**src/rtl/sz_stream_predictor_if.sv**
```systemverilog
// Sample-in / result-out bundle for the SZ prediction stage.
// master drives samples and result backpressure; slave is the predictor.
interface sz_stream_predictor_if #(
  parameter int DATA_W = 32,
  parameter int CODE_W = 8
);
  logic                     in_valid;
  logic                     in_ready;
  logic signed [DATA_W-1:0] in_data;
  logic [1:0]               in_mode;
  logic                     in_last;
  logic                     out_valid;
  logic                     out_ready;
  logic [CODE_W-1:0]        out_code;
  logic [1:0]               out_sel;
  logic signed [DATA_W-1:0] out_recon;
  logic signed [DATA_W-1:0] out_err;
  logic                     out_last;

  modport master (
    output in_valid, in_data, in_mode, in_last, out_ready,
    input  in_ready, out_valid, out_code, out_sel, out_recon, out_err, out_last
  );

  modport slave (
    input  in_valid, in_data, in_mode, in_last, out_ready,
    output in_ready, out_valid, out_code, out_sel, out_recon, out_err, out_last
  );
endinterface

```
**src/rtl/sz_stream_predictor.sv**
```systemverilog
// SZ predictor/quantizer: neighbor/linear/quadratic prediction from reconstructed history.
// Latency 1 cycle; a stalled result blocks input and freezes history.
module sz_stream_predictor #(
  parameter int DATA_W   = 32,
  parameter int CODE_W   = 8,
  parameter int EB_SHIFT = 2
) (
  input logic                clk,
  input logic                rst,
  sz_stream_predictor_if.slave io
);
  localparam int PW = DATA_W + 3;
  localparam int QW = DATA_W + 4;
  localparam int BS = EB_SHIFT + 1;
  localparam logic signed [QW-1:0] L_EB   = QW'(1 << EB_SHIFT);
  localparam logic signed [QW-1:0] L_QMAX = QW'((1 << (CODE_W - 1)) - 1);
  localparam logic signed [QW-1:0] L_QMIN = -L_QMAX;
  localparam logic [CODE_W-1:0]    L_CODE_OFS = CODE_W'(1 << (CODE_W - 1));

  logic signed [DATA_W-1:0] r_h1, r_h2, r_h3;
  logic [1:0]               r_idx;
  logic                     r_out_valid;
  logic [CODE_W-1:0]        r_out_code;
  logic [1:0]               r_out_sel;
  logic signed [DATA_W-1:0] r_out_recon;
  logic signed [DATA_W-1:0] r_out_err;
  logic                     r_out_last;

  logic                     w_acc;
  logic signed [PW-1:0]     w_h1p, w_h2p, w_h3p;
  logic signed [PW-1:0]     w_p0, w_p1, w_p2;
  logic signed [QW-1:0]     w_x, w_p0q, w_p1q, w_p2q;
  logic signed [QW-1:0]     w_e0, w_e1, w_e2;
  logic signed [QW-1:0]     w_a0, w_a1, w_a2, w_best;
  logic [1:0]               w_kmax, w_k;
  logic signed [QW-1:0]     w_p_sel, w_e_sel, w_sum, w_q, w_recon_w;
  logic                     w_q_ok, w_r_ok, w_pred;
  logic signed [DATA_W-1:0] w_recon, w_err;
  logic [CODE_W-1:0]        w_code;
  logic [1:0]               w_sel;

  assign io.in_ready = !rst && (!r_out_valid || io.out_ready);
  assign w_acc       = io.in_valid && io.in_ready;

  assign w_h1p = {{3{r_h1[DATA_W-1]}}, r_h1};
  assign w_h2p = {{3{r_h2[DATA_W-1]}}, r_h2};
  assign w_h3p = {{3{r_h3[DATA_W-1]}}, r_h3};
  assign w_p0  = w_h1p;
  assign w_p1  = (w_h1p <<< 1) - w_h2p;
  assign w_p2  = (w_h1p <<< 1) + w_h1p - (w_h2p <<< 1) - w_h2p + w_h3p;

  assign w_x   = {{4{io.in_data[DATA_W-1]}}, io.in_data};
  assign w_p0q = {w_p0[PW-1], w_p0};
  assign w_p1q = {w_p1[PW-1], w_p1};
  assign w_p2q = {w_p2[PW-1], w_p2};
  assign w_e0  = w_x - w_p0q;
  assign w_e1  = w_x - w_p1q;
  assign w_e2  = w_x - w_p2q;
  assign w_a0  = w_e0[QW-1] ? -w_e0 : w_e0;
  assign w_a1  = w_e1[QW-1] ? -w_e1 : w_e1;
  assign w_a2  = w_e2[QW-1] ? -w_e2 : w_e2;

  // Highest usable predictor index; meaningless at idx 0, which is forced unpredictable.
  assign w_kmax = (r_idx == 2'd3) ? 2'd2 : r_idx - 2'd1;

  always_comb begin
    w_k    = 2'd0;
    w_best = w_a0;
    if (io.in_mode != 2'd3) begin
      w_k = (io.in_mode > w_kmax) ? w_kmax : io.in_mode;
    end else begin
      if (w_kmax >= 2'd1 && w_a1 < w_best) begin
        w_k    = 2'd1;
        w_best = w_a1;
      end
      if (w_kmax == 2'd2 && w_a2 < w_best) begin
        w_k = 2'd2;
      end
    end
  end

  always_comb begin
    w_p_sel = w_p0q;
    w_e_sel = w_e0;
    case (w_k)
      2'd1: begin
        w_p_sel = w_p1q;
        w_e_sel = w_e1;
      end
      2'd2: begin
        w_p_sel = w_p2q;
        w_e_sel = w_e2;
      end
      default: ;
    endcase
  end

  assign w_sum     = w_e_sel + L_EB;
  assign w_q       = w_sum >>> BS;
  assign w_recon_w = w_p_sel + (w_q <<< BS);
  assign w_q_ok    = (w_q <= L_QMAX) && (w_q >= L_QMIN);
  assign w_r_ok    = (w_recon_w[QW-1:DATA_W-1] == {(QW-DATA_W+1){w_recon_w[DATA_W-1]}});
  assign w_pred    = (r_idx != 2'd0) && w_q_ok && w_r_ok;

  assign w_recon = w_pred ? w_recon_w[DATA_W-1:0] : io.in_data;
  assign w_code  = w_pred ? (w_q[CODE_W-1:0] + L_CODE_OFS) : '0;
  assign w_sel   = w_pred ? w_k : 2'd3;
  assign w_err   = io.in_data - w_recon;

  always_ff @(posedge clk) begin
    if (rst) begin
      r_h1        <= '0;
      r_h2        <= '0;
      r_h3        <= '0;
      r_idx       <= 2'd0;
      r_out_valid <= 1'b0;
      r_out_code  <= '0;
      r_out_sel   <= 2'd3;
      r_out_recon <= '0;
      r_out_err   <= '0;
      r_out_last  <= 1'b0;
    end else if (w_acc) begin
      r_out_valid <= 1'b1;
      r_out_code  <= w_code;
      r_out_sel   <= w_sel;
      r_out_recon <= w_recon;
      r_out_err   <= w_err;
      r_out_last  <= io.in_last;
      if (io.in_last) begin
        r_h1  <= '0;
        r_h2  <= '0;
        r_h3  <= '0;
        r_idx <= 2'd0;
      end else begin
        r_h1  <= w_recon;
        r_h2  <= r_h1;
        r_h3  <= r_h2;
        r_idx <= (r_idx == 2'd3) ? 2'd3 : r_idx + 2'd1;
      end
    end else if (io.out_ready) begin
      r_out_valid <= 1'b0;
    end
  end

  assign io.out_valid = r_out_valid;
  assign io.out_code  = r_out_code;
  assign io.out_sel   = r_out_sel;
  assign io.out_recon = r_out_recon;
  assign io.out_err   = r_out_err;
  assign io.out_last  = r_out_last;
endmodule

```
**src/flat_wrapper.sv**
```systemverilog
// flat-port wrapper written by rule: the top's interface ports become plain ports
module sz_stream_predictor_flat 
#(
  parameter int DATA_W   = 32,
  parameter int CODE_W   = 8,
  parameter int EB_SHIFT = 2
)
  (clk, rst, io_in_valid, io_in_data, io_in_mode, io_in_last, io_out_ready, io_in_ready, io_out_valid, io_out_code, io_out_sel, io_out_recon, io_out_err, io_out_last);
  sz_stream_predictor_if #(.DATA_W(DATA_W), .CODE_W(CODE_W)) io_i ();
  input logic clk;
  input logic rst;
  input wire logic [$bits(io_i.in_valid)-1:0] io_in_valid;
  input wire logic [$bits(io_i.in_data)-1:0] io_in_data;
  input wire logic [$bits(io_i.in_mode)-1:0] io_in_mode;
  input wire logic [$bits(io_i.in_last)-1:0] io_in_last;
  input wire logic [$bits(io_i.out_ready)-1:0] io_out_ready;
  output wire logic [$bits(io_i.in_ready)-1:0] io_in_ready;
  output wire logic [$bits(io_i.out_valid)-1:0] io_out_valid;
  output wire logic [$bits(io_i.out_code)-1:0] io_out_code;
  output wire logic [$bits(io_i.out_sel)-1:0] io_out_sel;
  output wire logic [$bits(io_i.out_recon)-1:0] io_out_recon;
  output wire logic [$bits(io_i.out_err)-1:0] io_out_err;
  output wire logic [$bits(io_i.out_last)-1:0] io_out_last;
  assign io_i.in_valid = io_in_valid;
  assign io_i.in_data = io_in_data;
  assign io_i.in_mode = io_in_mode;
  assign io_i.in_last = io_in_last;
  assign io_i.out_ready = io_out_ready;
  assign io_in_ready = io_i.in_ready;
  assign io_out_valid = io_i.out_valid;
  assign io_out_code = io_i.out_code;
  assign io_out_sel = io_i.out_sel;
  assign io_out_recon = io_i.out_recon;
  assign io_out_err = io_i.out_err;
  assign io_out_last = io_i.out_last;
  sz_stream_predictor #(.DATA_W(DATA_W), .CODE_W(CODE_W), .EB_SHIFT(EB_SHIFT)) u_core (.clk(clk), .rst(rst), .io(io_i));
endmodule
```
**config.mk**
```make
export PLATFORM = sky130hd
export DESIGN_NAME = sz_stream_predictor_flat
export DESIGN_NICKNAME = d
export VERILOG_FILES = /design/src/rtl/sz_stream_predictor_if.sv /design/src/rtl/sz_stream_predictor.sv /design/src/flat_wrapper.sv
export SDC_FILE = /design/constraint.sdc
export NUM_CORES = 1
export LEC_CHECK = 0
export CORE_MARGIN = 4
export CORE_UTILIZATION = 30
export DETAILED_ROUTE_END_ITERATION = 10
export PLACE_DENSITY_LB_ADDON = 0.12
export SETUP_SLACK_MARGIN = 0.05
export SYNTH_ARGS = -nofsm -noshare
export SYNTH_HDL_FRONTEND = slang
export SYNTH_SLANG_ARGS = --single-unit
export TNS_END_PERCENT = 100
```
**constraint.sdc**
```tcl
create_clock -name clk -period 57.8 [get_ports clk]
set_clock_uncertainty 0.1 [all_clocks]
set_input_delay 8.67 -clock clk [delete_from_list [all_inputs] [get_ports clk]]
set_output_delay 8.67 -clock clk [all_outputs]
set_load 0.05 [all_outputs]
```
**After elaboration in Yosys (flattened, before gate mapping)**

Index checks and enable logic that the tools add are counted.

- Input bits: 39
- Memory bits (read-only): 0
- Output and inout bits: 77
- Bits in registers: 174
- Word-level logic and storage cells: 73
- Memories: 0
- Latch bits: 0
- Bits in writable memories: 0

- Add/sub/neg operators: 17
- Div/mod/pow operators: 0
- Multiplexer cells: 22
- Equality and inequality tests: 6
- Reduce and logical (&&, ||, !) cells: 12
- Multipliers: 0
- Shift-type cells: 0
- Bitwise operators: 0
- Order comparisons: 6

Operator list:

| kind | count |
|---|---|
| 36-bit two-way mux | 5 |
| 36-bit case mux with 2 select lines | 2 |
| 32-bit two-way mux | 4 |
| 36-bit negation | 3 |
| 36-bit less-than comparator | 2 |
| 36-bit adder | 1 |
| 36-bit by 4-bit adder with 36-bit output, second input constant | 1 |
| 32-bit by 35-bit subtractor with 36-bit output | 1 |
| 35-bit by 32-bit adder with 35-bit output | 1 |
| 32-bit by 34-bit subtractor with 35-bit output | 1 |
| 34-bit by 33-bit subtractor with 35-bit output | 1 |
| 35-bit by 32-bit subtractor with 35-bit output | 1 |
| 33-bit by 32-bit adder with 34-bit output | 1 |
| 33-bit by 32-bit subtractor with 34-bit output | 1 |
| 33-bit by 8-bit >= comparator with 1-bit output, second input constant | 1 |
| 33-bit by 8-bit <= comparator with 1-bit output, second input constant | 1 |
| 32-bit by 32-bit subtractor with 33-bit output | 1 |
| 32-bit subtractor | 1 |
| 2-bit two-way mux | 7 |
| 8-bit adder, second input constant | 1 |
| 8-bit two-way mux | 1 |
| 1-bit logical AND | 7 |
| 2-bit == test, second input constant | 3 |
| 4-bit == test | 1 |
| other kinds (10) | 14 |

**Depth between registers and ports, before layout**

- Depth after elaboration: 21
- Gate-level depth with buffers: 123
- Gate-level depth less buffers: 110

**Worst setup path before layout**

OpenSTA, ideal clock, no wires.

- Path kind: input -> register
- Start: input io_in_data[0]
- End: register u_core.r_out_err[26], in the netlist u_core.io.out_err[26]
- Path buffers: 14
- Data required time: 57.638 ns
- Stages on the path: 112
- Setup time: 0.062 ns
- Path slack: 28.219 ns
- Data arrival time: 29.419 ns
- Path through: inv_1 -> ha_1 -> fa_1 -> nand2b_1 -> a21oi_1 -> o211ai_1 -> a31oi_1 -> maj3_1 -> o2111ai_2 -> o2bb2ai_2 -> o21a_1 -> o21a_1 -> o21ai_0 -> clkbuf_1 -> nor2_1 -> a21oi_1 -> ha_1 -> a21o_1 -> [76 not listed] -> ha_1 -> a21o_1 -> maj3_1 -> a21oi_1 -> inv_1 -> maj3_1 -> nor2_1 -> nor2_1 -> maj3_1 -> nand2_1 -> nor3_1 -> a311oi_2 -> o211ai_2 -> a21oi_1 -> o211ai_1 -> a31o_1 -> or4_1 -> nand3_1

- Cells in the longest elaborated chain, start to end: 20
- Elaborated cells on any way between the ends: 32
- Classes of those cells: add/sub: 9; order compare: 4; eq/ne: 3; mux: 11; reduce/logical: 5

Ends and longest elaborated chain:

| item | RTL line | source |
|---|---|---|
| start, declared | flat_wrapper.sv:13 | `input wire logic [$bits(io_i.in_data)-1:0] io_in_data;` |
| parallel branches: the longest is 18 deep, another holds 36-bit negation | -- |  |
| 32-bit two-way mux * | sz_stream_predictor.sv:105 | `assign w_recon = w_pred ? w_recon_w[DATA_W-1:0] : io.in_data;` |
| net u_core.w_recon[0] | sz_stream_predictor.sv:38 | `logic signed [DATA_W-1:0] w_recon, w_err;` |
| 32-bit subtractor * | sz_stream_predictor.sv:108 | `assign w_err = io.in_data - w_recon;` |
| end signal, assigned | sz_stream_predictor.sv:127 | `r_out_err <= w_err;` |
| end, declared | sz_stream_predictor.sv:26 | `logic signed [DATA_W-1:0] r_out_err;` |

Mark *: on every way through the listed nets, which the timed path passes. The select of a mux whose other input is x is not followed.
A chain may end at the register's enable or synchronous reset.

**Final worst setup path**

- Start: input io_in_data[1]
- End: register u_core.r_out_err[26], in the netlist u_core.io.out_err[26]

The elaborated chain is that of the path after synthesis.

==> out/results.txt <==
top routing layer used: met4
min Tclk post-route: 32920 ps
placed cell area: 30600 um^2
ys flop type: dfxtp_1
Crit Path Class: in2reg
synthesized area: 28100 um^2
Max rail drop VDD: 26.5 uV
Placed Instances: 5020
final setup vio count: 0
final slew viol count: 0
share of layout cells above drive strength 1: 4.69%
Hold WC Path Type: reg2reg
Slew headroom: 27.3%
hold slack: 350 ps
Top Ports: 116
DR vias/cell: 5.45
RSZ-0062 raised after global routing: no
Worst path slowest cell: clkdlybuf4s50_1
initial core utilization: 30.2%
H-tree depth: 4
Iter 0 DRT Violations: 2216
DRT met1 WL: 50.0 mm
final period utilization: 57.0%
synth top area cells: ha_1, dfxtp_1, fa_1, xnor2_1, a21oi_1
drt wl/cell: 22.1 um
Clock Path Buffers: 2
Max stage delay on crit path: 870 ps
Layout area overhead: 10.9%
Yosys top cell area share: 12.8%
CTS Buf Count: 17
Root Driver: clkbuf_16
WL final: 112 mm
Leak Pwr: 12.4 nW
commonest cells in the synthesized netlist: nand2_1, nor2_1, a21oi_1, o21ai_0, ha_1
Critical Path Fanout Max: 48
largest net degree at the start of global routing: 95
initial antenna violation count: 0
met2 wire len: 54.8 mm
drt first pass iters: 6
hold violation total from the final report: 0
top-count cell post-synth: nand2_1
IO Port Bufs: 115
# rows: 112
cts repair resizes: 0
antenna diode count: 0
clk_lat worst skew: 530 ps
wire length on met3: 3.66 mm
cts hold-fix bufs: 0
first-pass GRT wire length: 166 mm
GR Overflow Total: 0
max_cap viols: 0
Die X: 314 um
Vias: 27500
Routed Antenna Nets: 0
Mean Syn Cell Area: 7.48 um^2
Yosys top cell by area: ha_1
Die Y-Extent: 314 um
Worst EP required: 58150 ps
Overall Global Routing Usage: 22.0%
Tot Pwr: 1.44 mW
CORE AREA: 93200 um^2
post-route cell area: 31200 um^2
status: completed
final net count: 4212
DPL Wire Length: 93.0 mm
Netlist cell types: 129
pwr dens: 46.1 nW/um^2
crit path launch type: input pin
Crit path top cell by count: a21oi_1
clock transition at the registers of the reported paths: 70 ps
Yosys warning count: 0
Worst Tran Pin Value: 1090 ps
post-route DRC violation count: 0
Final GP Congestion: 0.919
Synth Register Bits: 174
critical path arrival: 33270 ps
Syn Inst Count: 3763
CP Capture Type: register
die area: 98800 um^2
Fmax: 0.0304 GHz
EDFF count, synth: 0
vias in the first global route: 26000
# clock sinks: 174
Post-CTS Setup Inserts: 0
CTS tree: built
Final Non-Filler Cells: 5052
register area share after synthesis: 12.4%
sum of negative setup slack: 0 ps
asr flop ratio synth: 0%
cell usage in the layout, fill, tap and decap left out, types with 47 or more instances in the layout:
cell             count
nor3_1              80
ha_1               287
a211oi_1            66
dfxtp_1            174
inv_1              199
nand2_1            379
a21oi_1            313
nor2b_1             47
nand3_1             78
xnor2_1            209
xor2_1             110
a21o_1             108
nor2_1             325
clkdlybuf4s50_1    114
o21ai_0            302
nand2b_1            52
fa_1               100
o21a_1              49
worst max-delay path, delay by kind of cell:
family	cells	cell delay [ps]
AOI/OAI and AO/OA	51	11080
buffers and inverters	11	3420
and+or+nand+nor	25	5230
muxes	2	300
adders and majority gates	11	4070
xor gates and xnor gates	2	340
state kept, by name, indices dropped and copies added, names as in the netlist, 2 cells and up:
register	flops
u_core.r_h1	32
u_core.io.out_recon	32
u_core.io.out_sel	2
u_core.r_h3	32
u_core.io.out_err	32
u_core.r_idx	2
u_core.io.out_code	8
u_core.r_h2	32
per-stage QoR:
stage	util (%)	setup slack [ps]
after floorplan	-	28220
after global placement	32.8	25220
after detailed placement	32.8	24820
after CTS	33.5	25260
after global routing	33.5	23210
final	33.5	24880
layout make-up:
cell class,instances,area [um^2]
repair buffers,148,1390
multi-input cells,3242,23400
clock inverters,13,148
inverters,202,758
well taps,1254,1570
fillers,10100,62000
clock buffers,19,453
flip-flops and latches,174,3480
per-layer routing:
layer,track usage (%),vias up
met4,6.59,0
met2,38.8,660
met5,0,-
met1,28.6,13000
met3,1.92,127
li1,-,13700
report_power, final:
part,leakage [nW],switching [mW],internal [mW]
combinational,10.7,0.737,0.442
clock,0.289,0.0651,0.0636
sequential,1.42,0.00439,0.125
final timing paths:
check / from / depth (start not counted) / endpoint / slack (ps)
setup / recovery: io_in_data[1] / 102 / u_core.io.out_err[26] / 24880
hold / removal: u_core.io.out_err[24] / 2 / u_core.io.out_err[24] / 350
hold reg to reg: u_core.io.out_err[24] / 2 / u_core.io.out_err[24] / 350
setup reg to reg: u_core.r_h1[2] / 107 / u_core.io.out_err[26] / 31830
logic make-up after synthesis:
family	synth area share, %
AND/OR/NAND/NOR	20.7
flip-flops	12.4
multiplexers	0.916
other	0.0267
adder cells (fa/ha/maj)	20.9
XOR/XNOR	10.5
buffers and inverters	4.72
AO/OA/AOI/OAI	29.9
Power figures use the tool's default switching activity.
